[config.mk]
export PLATFORM = sky130hd
export DESIGN_NAME = adc_scan_scheduler
export DESIGN_NICKNAME = d
export VERILOG_FILES = /design/src/rtl/adc_scan_scheduler.sv
export SDC_FILE = /design/constraint.sdc
export NUM_CORES = 1
export LEC_CHECK = 0
export ABC_AREA = 1
export BUFFER_PORTS_ARGS = -buffer_cell sky130_fd_sc_hd__buf_4
export CAP_MARGIN = 20
export CORE_MARGIN = 5
export CORE_UTILIZATION = 55
export DETAILED_ROUTE_END_ITERATION = 6
export PLACE_DENSITY = 0.8
export SYNTH_ARGS = -nofsm -noshare
export SYNTH_HDL_FRONTEND = slang
export SYNTH_SLANG_ARGS = --single-unit
[constraint.sdc]
create_clock -name Clk -period 2.67 [get_ports Clk]
set_input_delay 0.267 -clock Clk [delete_from_list [all_inputs] [get_ports Clk]]
set_output_delay 0.267 -clock Clk [all_outputs]
set_load 0.02 [all_outputs]
[src/rtl/adc_scan_scheduler.sv]
// ADC128S102 periodic scan scheduler: walks enabled channels on each period tick and
// re-tags results for the ADC's one-frame address pipeline. Optional timeout: define SCAN_TIMEOUT_EN.
module adc_scan_scheduler #(
  parameter int PERIOD_W    = 24,
  parameter int TIMEOUT_CYC = 4096
) (
  input  logic                Clk,
  input  logic                Rst,
  input  logic                Start,
  input  logic                Stop,
  input  logic [7:0]          Ch_Mask,
  input  logic [PERIOD_W-1:0] Period,
  output logic                Adc_En_Conv,
  output logic [2:0]          Adc_Channel,
  input  logic [11:0]         Adc_Data,
  input  logic                Adc_Conv_Done,
  output logic                Sample_Valid,
  input  logic                Sample_Ready,
  output logic [15:0]         Sample_Data,
  output logic                Busy,
  output logic                Scan_Done,
  output logic                Scan_Overrun,
  output logic                Err_Timeout,
  input  logic                Clr_Err
);

  typedef enum logic [2:0] {IDLE, WAIT_TICK, ISSUE, WAIT_DONE, PUSH} state_t;
  state_t state, state_nxt;

  logic [PERIOD_W-1:0] timer;
  logic [7:0]          scan_mask;
  logic [2:0]          first_ch, last_ch, next_ch, new_first, chan, tag_ch;
  logic [15:0]         smp;
  logic                tick, accept, end_scan, timeout, stop_req;
  logic                prime, last_smp, stop_pend, busy_q, done_q, ovr_q, tmo_q;

  if (TIMEOUT_CYC < 1) begin : g_bad_timeout
    $error("TIMEOUT_CYC must be at least 1");
  end

  // >= rather than == so a Period lowered below the running count still wraps promptly
  assign tick     = (state != IDLE) && (timer >= Period);
  assign accept   = (state == PUSH) && Sample_Ready;
  assign end_scan = (accept && last_smp) || timeout;
  assign stop_req = Stop || (stop_pend && !Start);

  always_comb begin
    new_first = 3'd0;
    for (int i = 7; i >= 0; i--) if (Ch_Mask[i]) new_first = 3'(i);
  end

  always_comb begin
    last_ch = 3'd0;
    for (int i = 0; i < 8; i++) if (scan_mask[i]) last_ch = 3'(i);
  end

  // Following set bit after the current address; wraps to the first channel for the flush frame
  always_comb begin
    next_ch = first_ch;
    for (int i = 7; i >= 0; i--) if (scan_mask[i] && (i > int'(chan))) next_ch = 3'(i);
  end

`ifdef SCAN_TIMEOUT_EN
  localparam int TW = $clog2(TIMEOUT_CYC + 1);
  logic [TW-1:0] wd_cnt;

  always_ff @(posedge Clk) begin
    if (Rst || state != WAIT_DONE || Adc_Conv_Done) wd_cnt <= '0;
    else                                            wd_cnt <= wd_cnt + 1'b1;
  end

  assign timeout = (state == WAIT_DONE) && !Adc_Conv_Done && (wd_cnt == TW'(TIMEOUT_CYC - 1));
`else
  assign timeout = 1'b0;
`endif

  always_ff @(posedge Clk) begin
    if (Rst) state <= IDLE;
    else     state <= state_nxt;
  end

  always_comb begin
    state_nxt = state;
    case (state)
      IDLE:      if (Start && (Ch_Mask != 8'd0)) state_nxt = WAIT_TICK;
      WAIT_TICK: if (stop_req)                   state_nxt = IDLE;
                 else if (tick)                  state_nxt = ISSUE;
      ISSUE:     state_nxt = WAIT_DONE;
      WAIT_DONE: if (Adc_Conv_Done)              state_nxt = prime ? ISSUE : PUSH;
                 else if (timeout)               state_nxt = stop_req ? IDLE : WAIT_TICK;
      PUSH:      if (Sample_Ready)               state_nxt = !last_smp ? ISSUE :
                                                             (stop_req ? IDLE : WAIT_TICK);
      default:   state_nxt = IDLE;
    endcase
  end

  always_comb begin
    Adc_En_Conv  = 1'b0;
    Sample_Valid = 1'b0;
    case (state)
      ISSUE:   Adc_En_Conv  = 1'b1;
      PUSH:    Sample_Valid = 1'b1;
      default: ;
    endcase
  end

  assign Adc_Channel  = chan;
  assign Sample_Data  = smp;
  assign Busy         = busy_q;
  assign Scan_Done    = done_q;
  assign Scan_Overrun = ovr_q;
  assign Err_Timeout  = tmo_q;

  always_ff @(posedge Clk) begin
    if (Rst) begin
      timer     <= '0;
      scan_mask <= '0;
      first_ch  <= '0;
      chan      <= '0;
      tag_ch    <= '0;
      smp       <= '0;
      prime     <= 1'b0;
      last_smp  <= 1'b0;
      stop_pend <= 1'b0;
      busy_q    <= 1'b0;
      done_q    <= 1'b0;
      ovr_q     <= 1'b0;
      tmo_q     <= 1'b0;
    end else begin
      timer  <= (state == IDLE || tick) ? '0 : timer + 1'b1;
      done_q <= accept && last_smp;

      if (tick && busy_q) ovr_q <= 1'b1;
      else if (Clr_Err)   ovr_q <= 1'b0;
      if (timeout)        tmo_q <= 1'b1;
      else if (Clr_Err)   tmo_q <= 1'b0;

      if (state_nxt == IDLE) stop_pend <= 1'b0;
      else if (Stop)         stop_pend <= 1'b1;
      else if (Start)        stop_pend <= 1'b0;

      if (state == WAIT_TICK && state_nxt == ISSUE) begin
        scan_mask <= Ch_Mask;
        first_ch  <= new_first;
        chan      <= new_first;
        prime     <= 1'b1;
        busy_q    <= 1'b1;
      end

      // The frame just finished converted the channel addressed one frame earlier (tag_ch)
      if (state == WAIT_DONE && Adc_Conv_Done) begin
        if (prime) begin
          prime  <= 1'b0;
          tag_ch <= chan;
          chan   <= next_ch;
        end else begin
          smp      <= {1'b0, tag_ch, Adc_Data};
          last_smp <= (tag_ch == last_ch);
        end
      end

      if (accept && !last_smp) begin
        tag_ch <= chan;
        chan   <= next_ch;
      end

      if (end_scan) busy_q <= 1'b0;
    end
  end

endmodule

=== Word level (Yosys, flattened, before mapping) ===
Index checks and enable logic that the tools add are counted.

* $lt $le $gt $ge: 8
* Equality and inequality tests: 6
* Add/subtract/negate cells: 1
* Multiplexer cells: 47
* Bitwise gates (word level): 1
* Reduce and logical (&&, ||, !) cells: 33

{| class="wikitable"
|+ Operators with widths
! cell !! count
|-
| $mux W3 || 34
|-
| $add A24 B1 Y24 const B || 1
|-
| $ge A24 B24 Y1 || 1
|-
| $logic_and A1 B1 Y1 || 16
|-
| $pmux W3 S5 || 1
|-
| $gt A3 B3 Y1 const A || 4
|-
| $mux W1 || 11
|-
| $eq A3 B2 Y1 const B || 3
|-
| $reduce_bool A2 Y1 || 4
|-
| $reduce_bool A8 Y1 || 1
|-
| $gt A2 B3 Y1 const A || 2
|-
| $logic_not A3 Y1 || 2
|-
| $reduce_or A2 Y1 || 3
|-
| $reduce_and A2 Y1 || 2
|-
| $eq A3 B1 Y1 const B || 1
|-
| $eq A3 B3 Y1 || 1
|-
| $eq A3 B3 Y1 const B || 1
|-
| $gt A1 B3 Y1 const A || 1
|-
| $reduce_bool A3 Y1 || 1
|-
| $logic_not A1 Y1 || 2
|-
| $logic_or A1 B1 Y1 || 2
|-
| $mux W2 || 1
|-
| $not A1 Y1 || 1
|}

* Output and inout bits: 25
* Bits of input ports: 51
* Word-level logic and storage cells: 109
* Register bits after elaboration: 65

=== Logic depth before layout (Yosys ltp) ===
Gate-level depths: netlist of run 1.

* Depth in word-level cells: 13
* Gate-level depth with buffers: 18
* Depth with buffers taken out: 17

=== Least setup slack after synthesis of run 1 ===
Ideal clock, no wire load.

* Kind: register to register
* Start: register timer[14]
* End: register busy_q, in the netlist Busy
* Library setup time: 0.116 ns
* Path slack: 0.803 ns
* Stages on the path, launching flop included: 16
* Path buffers: 1
* Data arrival time: 1.750 ns
* Cells stage by stage: dfxtp_1 ha_1 nand2_1 inv_1 nand3_1 nor2_1 nand2_1 nand2_1 nor2_1 nand2_1 nand2_1 nand2_2 nand2_1 buf_6 clkinv_2 o211a_1

* Longest elaborated chain between the ends: 7

{| class="wikitable"
|+ RTL lines
! item !! line !! text
|-
| from (decl) || 30 || <nowiki>logic [PERIOD_W-1:0] timer;</nowiki>
|-
| from (signal assigned) || 130 || <nowiki>timer <= (state == IDLE || tick) ? '0 : timer + 1'b1;</nowiki>
|-
| $ge A24 B24 Y1 || 42 || <nowiki>assign tick = (state != IDLE) && (timer >= Period);</nowiki>
|-
| $logic_and A1 B1 Y1 || 42 ||
|-
| $mux W3 || 87 || <nowiki>else if (tick) state_nxt = ISSUE;</nowiki>
|-
| $mux W3 || 86 || <nowiki>WAIT_TICK: if (stop_req) state_nxt = IDLE;</nowiki>
|-
| $pmux W3 S5 || 84 || <nowiki>case (state)</nowiki>
|-
| $eq A3 B2 Y1 || 142 || <nowiki>if (state == WAIT_TICK && state_nxt == ISSUE) begin</nowiki>
|-
| $logic_and A1 B1 Y1 || 142 ||
|-
| to (signal assigned) || 125 || <nowiki>busy_q <= 1'b0;</nowiki>
|-
| to (signal assigned) || 147 || <nowiki>busy_q <= 1'b1;</nowiki>
|-
| to (signal assigned) || 167 || <nowiki>if (end_scan) busy_q <= 1'b0;</nowiki>
|-
| to (decl) || 35 || <nowiki>logic prime, last_smp, stop_pend, busy_q, done_q, ovr_q, tmo_q;</nowiki>
|}

No other way between the ends.
A chain may end at the register's enable or synchronous reset.

=== Final worst setup path of run 1 ===
* Start: register timer[21]
* End: register scan_mask[5]

* Longest elaborated chain between the ends: 7

{| class="wikitable"
|+ RTL lines
! item !! line !! text
|-
| $ge A24 B24 Y1 || 42 ||
|-
| $logic_and A1 B1 Y1 || 42 ||
|-
| $mux W3 || 87 ||
|-
| $mux W3 || 86 ||
|-
| $pmux W3 S5 || 84 ||
|-
| $eq A3 B2 Y1 || 142 ||
|-
| $logic_and A1 B1 Y1 || 142 ||
|-
| to (signal assigned) || 143 || <nowiki>scan_mask <= Ch_Mask;</nowiki>
|-
| to (decl) || 31 || <nowiki>logic [7:0] scan_mask;</nowiki>
|}

No other way between the ends.

==> flow_summary.yaml, run 1 <==
clock_network:
  clkTransAtPathRegs_ns: 0.07
  cts_made_buffers: 9
  hold_buffers: 0
  cts_resized: 0
  clkSinkCount: 64
  cts_tree: "yes"
  cts_root_buf: "clkbuf_8"
  h-tree-depth: 3
  clock_path_buffers: 2
  insertion_delay_ns: 0.34
  post-cts-setup-buffers: 0
synthesis:
  synth.distinct_cells: 38
  synth_common_cells: "inv_1 (97), nand2_1 (96), dfxtp_1 (64), nor2_1 (64), a21oi_1 (46)"
  synth.cell_area_um2: 3610
  synth.top_cell.area_share: 0.355
  synth-seq-area-share: 0.355
  syn_avg_cell_area_um2: 6.89
  synth.most_common_cell: "inv_1"
  synth-edff-count: 0
  yosys_warnings: 0
  synth_ff_type: "dfxtp_1"
  syn_inst: 523
  synth_area_leaders: "dfxtp_1 (36%), inv_1 (10%), nand2_1 (10%)"
  synth_area_leader_cell: "dfxtp_1"
  async_reset_ff_frac: 0
  synth-seq-cells: 64
grt:
  grt_max_degree: 34
  grt_pass1_vias: 3170
  grt_overflow: 0
  antenna_found_initial: 0
  grt_pass1_wl_mm: 14.2
  grt_usage: 0.205
drt:
  wirelength_mm: 8.37
  vias: 3458
  wl_per_cell_um: 12.3
  drtIter0Drc: 224
  postRouteAntennaNets: 0
  route.detailed.drc: 0
  viasPerCell: 5.08
  drt_pre_antenna_iters: 4
placement:
  dp_hpwl_mm: 6.37
  portBuffers: 73
  placedInstanceArea_um2: 4220
  globalplace.congestion: 0.904
  place_worst_setup_slack_ns: 0.352
sta:
  rsz0062_at_grt: "no"
  drv_slew: 0
  fmax_mhz: 428
  worst_pin_slew_ns: 0.579
  fin_setup_tns_ns: 0
  relSlewSlack: 0.610
  fin_ws_ns: 0.331
  setup_viol: 0
  hold_viol_final: 0
  timing.final.crit_share: 0.876
  hold_slack_ns: 0.175
  min_period_ns: 2.34
  skew_ns: 0.0110
critical_path:
  cpMaxStageDelayCell: "dfxtp_1"
  worstPathMaxFanout: 17
  max_stage_delay_ns: 0.37
  cp-start-kind: "flip-flop"
  cpMostUsedCell: "nand2_1"
  crit_chain: "ha_1 -> nand2_1 -> nor2_2 -> nand2_1 -> inv_1 -> nand3_1 -> nor2_1 -> nand2_1 -> nand2_1 -> nand2_1 -> nand2_2 -> nand2_1 -> buf_4 -> o21ai_0 -> a21oi_1"
  path_class: "flip-flop to flip-flop"
  setup.worst_path.end_class: "flip-flop"
  worstPathArrival_ns: 2.57
  crit_required_ns: 2.90
status:
  outcome: "completed"
layout:
  diodes: 0
  fin_nets: 675
  drive_gt1_frac: 0.187
  syn2layout_area_growth_pct: 24.0
  stdcell_area_um2: 4470
pwr:
  powerDensity_nw_per_um2: 481
  total_power_w: 0.00215
  ir_worst_vdd_mv: 0.416
  p_leak_nw: 2.21
floorplanning:
  die_w_um: 91.0
  start_util: 0.568
  die_area_um2: 8280
  die_y_um: 91.0
  num_rows: 29
  core_area_um2: 6350
  io_pins: 76
worst_hold_path:
  holdCritPathClass: "input port to flip-flop"
job:
  cap_violations: 0
-- state kept, by name (all words and copies together), names as in the netlist, 3 cells and up --
name,cells
state,3
Adc_Channel,3
scan_mask,7
tag_ch,3
timer,24
Sample_Data,15
first_ch,3
-- layout by cell type (no fill, tap or decap), types with 3 or more instances in the layout --
cell type  netlist  routed
xor2_1          10      10
a31oi_1          4       4
nor3_1           9       9
nand4_1          7       7
nor3b_1          6       6
o21ai_0         32      32
a21oi_1         46      46
dfxtp_1         64      64
or2_2            3       3
bufinv_16        0       3
buf_4            2      77
ha_1            25      25
clkbuf_8         0      10
nor2_1          64      64
nand3_1         19      19
nand2_1         96      96
inv_1           97      97
-- critical path, delay by kind of cell (launching register included) --
kind,cells,cell delay (ns)
buffers and inverters,2,0.34
AOI/OAI and AO/OA,2,0.26
and+or+nand+nor,10,0.96
adders and majority gates,1,0.31
DFF,1,0.37
-- where the power goes --
group	internal [W]	total (W)	leakage [nW]	switching [W]
combinational	0.0000731	0.000144	1.58	0.0000711
clock	0.000649	0.00105	0.119	0.000397
sequential	0.000957	0.000959	0.516	0.00000239
total	0.00168	0.00215	2.21	0.000471
-- cell type report --
cell class              count  area, µm²
well taps                  77       96.3
clock buffers              10        138
flip-flops and latches     64       1280
inverters                 100        377
repair buffers             77        578
clock inverters             6        114
fillers                   525       1880
multi-input cells         347       1890
-- through the flow --
stage                      util  cells
after floorplan               -    524
after global placement    0.664    665
final                     0.704    681
after CTS                 0.704    681
after detailed placement  0.664    665
after global routing      0.704    681
-- worst paths after layout --
path | slack (ns) | startpoint | end | cells after the start
max | 0.33 | timer[21]$_SDFF_PP0_ | scan_mask[5]$_SDFFE_PP0N_ | 15
min | 0.17 | Clr_Err | Scan_Overrun$_SDFFE_PP0P_ | 4
max reg2reg | 0.33 | timer[21]$_SDFF_PP0_ | scan_mask[5]$_SDFFE_PP0N_ | 15
min reg2reg | 0.45 | Sample_Data[11]$_SDFFE_PP0P_ | Sample_Data[11]$_SDFFE_PP0P_ | 2
-- cells by family (layout without fill, tap and decap cells) --
kind of cell,after synthesis,count (layout),synth area share
and+or+nand+nor,218,218,0.272
other,1,2,0.00104
DFF,64,64,0.355
AOI/OAI and AO/OA,90,90,0.133
xor gates and xnor gates,12,12,0.0291
buffers and inverters,113,193,0.122
adders and majority gates,25,25,0.0867
-- layer usage --
| layer | share of wire | vias to the layer above | global-route usage |
|---|---|---|---|
| met1 | 0.44 | 1527 | 0.261 |
| met2 | 0.48 | 114 | 0.339 |
| met4 | 0.015 | 0 | 0.0611 |
| met3 | 0.074 | 16 | 0.0545 |
| li1 | - | 1801 | - |
| met5 | 0 | - | 0 |
No activity file was read; power rests on OpenSTA's default activity.
==> run 2: changes to the inputs <==
--- a/config.mk
+++ b/config.mk
@@ -11,6 +11,7 @@
 export CORE_MARGIN = 5
 export CORE_UTILIZATION = 55
 export DETAILED_ROUTE_END_ITERATION = 6
+export GPL_TIMING_DRIVEN = 0
 export PLACE_DENSITY = 0.8
 export SYNTH_ARGS = -nofsm -noshare
 export SYNTH_HDL_FRONTEND = slang
==> constraint.sdc (replaced) <==
create_clock -name Clk -period 2.67 [get_ports Clk]
set_input_delay 0 -clock Clk [delete_from_list [all_inputs] [get_ports Clk]]
set_output_delay 0 -clock Clk [all_outputs]
set_load 0.02 [all_outputs]
==> run 2 against run 1 <==
Effect of this change: setup slack better by 0.077 ns; critical path depth is 1 higher; wire length is 7.1% higher; via count is 4.1% higher; utilization is 3.5 points higher; fmax is 3.4% higher; non-clock buffer count is 31 higher; register-to-register slack better by 0.08 ns; highest routed layer unchanged.
==> flow_summary.yaml, run 2 (synthesis gave the netlist of run 1 again) <==
sta:
  rsz0062_at_grt: "no"
  min_period_ns: 2.26
  timing.final.crit_share: 0.847
  relSlewSlack: 0.589
  skew_ns: 0.00754
  fmax_mhz: 442
  hold_slack_ns: 0.0151
  fin_setup_tns_ns: 0
  worst_pin_slew_ns: 0.611
  hold_viol_final: 0
  setup_viol: 0
  drv_slew: 0
floorplanning:
  io_pins: 76
  die_y_um: 91.0
  core_area_um2: 6350
  start_util: 0.568
  num_rows: 29
  die_area_um2: 8280
  die_w_um: 91.0
critical_path:
  crit_required_ns: 2.90
  worstPathArrival_ns: 2.49
  r2r_cells: 16
  worstPathMaxFanout: 10
  max_stage_delay_ns: 0.42
  path_depth: 16
  cp-start-kind: "flip-flop"
  crit_chain: "ha_1 -> nand2_1 -> nor2_1 -> nand2_1 -> inv_1 -> nand2_1 -> nand3_1 -> nor2_1 -> nand2_1 -> nand2_1 -> nand2_2 -> nand2_1 -> buf_6 -> clkinv_2 -> o21ai_0 -> a21oi_1"
  crit_family: "simple AND/OR/NAND/NOR gates"
  cpMostUsedCell: "nand2_1"
  rrSetupSlack_ns: 0.41
  path_class: "flip-flop to flip-flop"
  setup.worst_path.end_class: "flip-flop"
  path_buf_inv: 3
  cpMaxStageDelayCell: "dfxtp_1"
grt:
  antenna_found_initial: 0
  grt_usage: 0.223
  grt_overflow: 0
  grt_max_degree: 13
  grt_pass1_wl_mm: 15.5
  grt_pass1_vias: 3555
pwr:
  ir_worst_vdd_mv: 0.343
  p_leak_nw: 2.31
  powerDensity_nw_per_um2: 437
layout:
  final_util: 0.739
  top_register: "timer"
  layout_commonest_cell: "inv_1"
  diodes: 0
  syn2layout_area_growth_pct: 30.2
  largest_reg_flops: 24
  fin_nets: 706
  fill_cells: 497
  drive_gt1_frac: 0.178
  final_cell_mix: "inv_1 (97), nand2_1 (96), buf_4 (75), dfxtp_1 (64), nor2_1 (64)"
drt:
  drt_pre_antenna_iters: 4
  route.detailed.drc: 0
  postRouteAntennaNets: 0
  vias: 3599
  wirelength_mm: 8.97
  drtIter0Drc: 177
  wl_per_cell_um: 12.6
  viasPerCell: 5.05
clock_network:
  clkSinkCount: 64
  cts_tree: "yes"
  cts_made_buffers: 9
  post-cts-setup-buffers: 0
  clkTransAtPathRegs_ns: 0.07
  cts_root_buf: "clkbuf_8"
  clock_path_buffers: 2
  insertion_delay_ns: 0.34
  h-tree-depth: 3
worst_hold_path:
  holdCritPathClass: "input port to flip-flop"
  hold-path-cell-count: 3
job:
  cap_violations: 0
placement:
  dp_hpwl_mm: 6.57
  globalplace.congestion: 0.925
  portBuffers: 73
status:
  outcome: "completed"
[run 2: cell count changes in the layout (fill, tap and decap cells not counted), sizes merged]
cell and delta:
bufinv -1, clkinvlp -1, dlygate4sd3 +22, clkinv +3
clkbuf +8
[run 2: layout make-up]
type,instances,area (µm²),area share
repair buffers,95,768,0.164
multi-input cells,347,1890,0.402
clock inverters,7,95.1,0.0203
flip-flops and latches,64,1280,0.273
clock buffers,9,124,0.0264
plain buffers,13,65.1,0.0139
inverters,100,377,0.0802
well taps,77,96.3,0.0205
[run 2: worst min-delay path: stages]
cell and delay [ns]:
buf_4 0.10, o21ai_0 0.09, a21oi_1 0.12
[run 2: worst paths after layout]
check	end	start
worst min-delay path	scan_mask[7]$_SDFFE_PP0N_	Ch_Mask[7]
worst max register to register	scan_mask[3]$_SDFFE_PP0N_	timer[19]$_SDFF_PP0_
worst min register to register	Sample_Data[12]$_SDFFE_PP0P_	Sample_Data[12]$_SDFFE_PP0P_
worst max-delay path	scan_mask[3]$_SDFFE_PP0N_	timer[19]$_SDFF_PP0_
[run 2: metal layers]
| metal | up-vias | routed length [µm] | track usage | part of all wire |
|---|---|---|---|---|
| li1 | 1866 | - | - | - |
| met1 | 1614 | 3790 | 0.263 | 0.42 |
| met2 | 103 | 4550 | 0.399 | 0.51 |
| met3 | 16 | 447 | 0.0314 | 0.050 |
| met4 | 0 | 180 | 0.0990 | 0.020 |
| met5 | - | 0 | 0 | 0 |
[run 2: report_power, final]
group	internal (W)	switching, W	total (W)
Sequential	0.000957	0.00000239	0.000959
Clock	0.000527	0.000395	0.000922
Combinational	0.0000955	0.0000768	0.000172
[run 2: stage by stage]
step                      cells  total power [W]  setup WS (ns)  cell area (µm²)
after CTS                   712          0.00206          0.421             4690
after detailed placement    674          0.00113          0.436             4250
after global placement      674          0.00112          0.475             4250
after floorplan             524          0.00105          0.803             3610
final                       712          0.00205          0.408             4690
after global routing        712          0.00213          0.191             4690
[run 2: what timing repair did]
action	in CTS	in global routing
gates resized for setup	0	0
hold endpoints to repair	23	0
setup endpoints to repair	0	0
hold buffers	22	0
==> run 3: changes to the inputs <==
==> constraint.sdc (replaced) <==
create_clock -name Clk -period 2.1 [get_ports Clk]
set_input_delay 0 -clock Clk [delete_from_list [all_inputs] [get_ports Clk]]
set_output_delay 0 -clock Clk [all_outputs]
set_load 0.02 [all_outputs]
==> run 3 against run 2 <==
Effect of this change: register-to-register slack lost 0.38 ns; combinational power increased by 41%; non-clock buffer count increased by 15; fmax up 9.1%; setup slack worse by 0.38 ns; critical endpoint is now scan_mask[1]$_SDFFE_PP0N_; largest cell class unchanged; highest routed layer unchanged.
==> flow_summary.yaml, run 3 (synthesis gave the netlist of run 1 again) <==
status:
  outcome: "completed"
critical_path:
  cp-start-kind: "flip-flop"
  cpMostUsedCell: "nand2_4"
  crit_family: "simple AND/OR/NAND/NOR gates"
  path_buf_inv: 2
  max_stage_delay_ns: 0.36
  r2r_cells: 15
  worstSetupEndpoint: "scan_mask[1]$_SDFFE_PP0N_"
  setup.worst_path.start: "timer[23]$_SDFF_PP0_"
  setup.worst_path.end_class: "flip-flop"
  path_depth: 15
  path_class: "flip-flop to flip-flop"
  cpMaxStageDelayCell: "dfxtp_4"
  r2r-start: "timer[23]$_SDFF_PP0_"
  worstPathArrival_ns: 2.32
  worstPathMaxFanout: 5
  worstReg2RegEnd: "scan_mask[1]$_SDFFE_PP0N_"
  crit_chain: "ha_4 -> nand2_4 -> nor2_4 -> nand2_2 -> inv_2 -> nand3_2 -> nor2_2 -> nand2_2 -> nand2_2 -> nand2_4 -> nand2_4 -> nand2_4 -> buf_4 -> o21ai_0 -> nor2_1"
  crit_required_ns: 2.34
  rrSetupSlack_ns: 0.03
sta:
  rsz0062_at_grt: "yes"
  drv_slew: 0
  min_period_ns: 2.07
  fmax_mhz: 482
  hold_viol_final: 0
  timing.final.crit_share: 0.987
  skew_ns: 0.00956
  fin_setup_tns_ns: 0
  worst_pin_slew_ns: 0.965
  fin_ws_ns: 0.0263
  setup_viol: 0
  relSlewSlack: 0.351
clock_network:
  cts_tree: "yes"
  cts_made_buffers: 9
  clkTransAtPathRegs_ns: 0.07
  cts_root_buf: "clkbuf_8"
  h-tree-depth: 3
  clock_path_buffers: 2
  insertion_delay_ns: 0.35
  clkSinkCount: 64
layout:
  layout_commonest_cell: "inv_1"
  diodes: 0
  syn2layout_area_growth_pct: 40.2
  fin_nets: 721
  top_register: "timer"
  final_cell_mix: "inv_1 (95), buf_4 (88), nand2_1 (85), nor2_1 (61)"
  fill_cells: 425
  largest_reg_flops: 24
  drive_gt1_frac: 0.271
  finalNonFillerCells: 727
job:
  cap_violations: 0
pwr:
  total_power_w: 0.00263
  powerDensity_nw_per_um2: 521
  p_leak_nw: 2.46
  ir_worst_vdd_mv: 0.439
floorplanning:
  die_y_um: 91.0
  die_area_um2: 8280
  core_area_um2: 6350
  num_rows: 29
  io_pins: 76
  start_util: 0.568
  die_w_um: 91.0
placement:
  dp_cells: 674
  dp_hpwl_mm: 6.57
  globalplace.congestion: 0.925
  place_worst_setup_slack_ns: -0.134
  portBuffers: 73
grt:
  grt_max_degree: 13
  grt_pass1_vias: 3676
  grt_pass1_wl_mm: 15.9
  grt_usage: 0.231
  grt_overflow: 0
  antenna_found_initial: 0
drt:
  wirelength_mm: 10.0
  route.detailed.drc: 0
  drtIter0Drc: 186
  wl_per_cell_um: 13.8
  viasPerCell: 5.18
  postRouteAntennaNets: 0
  vias: 3764
  drt_pre_antenna_iters: 5
worst_hold_path:
  holdCritPathClass: "input port to flip-flop"
[run 3: where the power goes]
part	switching (W)	internal [W]
Clock	0.000513	0.000670
Combinational	0.000111	0.000131
Sequential	0.00000322	0.00121
[run 3: final cells by class]
class | count | area [µm²] | area share
multi-input cells | 347 | 2080 | 0.412
plain buffers | 13 | 73.8 | 0.0146
flip-flops and latches | 64 | 1320 | 0.262
inverters | 100 | 380 | 0.0752
repair buffers | 110 | 881 | 0.174
clock buffers | 9 | 124 | 0.0245
well taps | 77 | 96.3 | 0.0191
clock inverters | 7 | 95.1 | 0.0188
[run 3: per-stage QoR]
step                cell area (µm²)  hold WS [ns]  utilization
detailed placement             4250         0.201        0.670
global placement               4250         0.194        0.670
global route                   5060        0.0271        0.796
CTS                            4790       0.00393        0.755
finish                         5060        0.0145        0.796
floorplan                      3610        0.0785            -
[run 3: tightest hold or removal path: cells and delay by family]
kind / cells / cell delay (ns)
buffers and inverters: 2 / 0.13
AO/OA/AOI/OAI: 1 / 0.11
AND/OR/NAND/NOR: 1 / 0.08
[run 3: repair_timing]
item	CTS	global route
hold endpoints to repair	24	0
setup buffers	2	10
pin swaps	5	13
setup endpoints to repair	37	40
hold buffers	23	0
gates resized for setup	26	48
gates cloned	2	0
[run 3: worst min-delay path by stage]
stage	startpoint	end	slack, ns	cells past startpoint
finish	Stop	stop_pend$_SDFFE_PP0P_	0.01	4
global route	Stop	stop_pend$_SDFFE_PP0P_	0.03	4
CTS	Stop	stop_pend$_SDFFE_PP0P_	0.004	4
detailed placement	Rst	prime$_SDFF_PP0_	0.20	2
global placement	Rst	prime$_SDFF_PP0_	0.19	2
floorplan	Rst	prime$_SDFF_PP0_	0.08	1
[run 3: layer usage]
layer	track usage	wire length [µm]
met5	0	0
met4	0.110	351
met3	0.0471	607
met2	0.413	5130
met1	0.262	3920
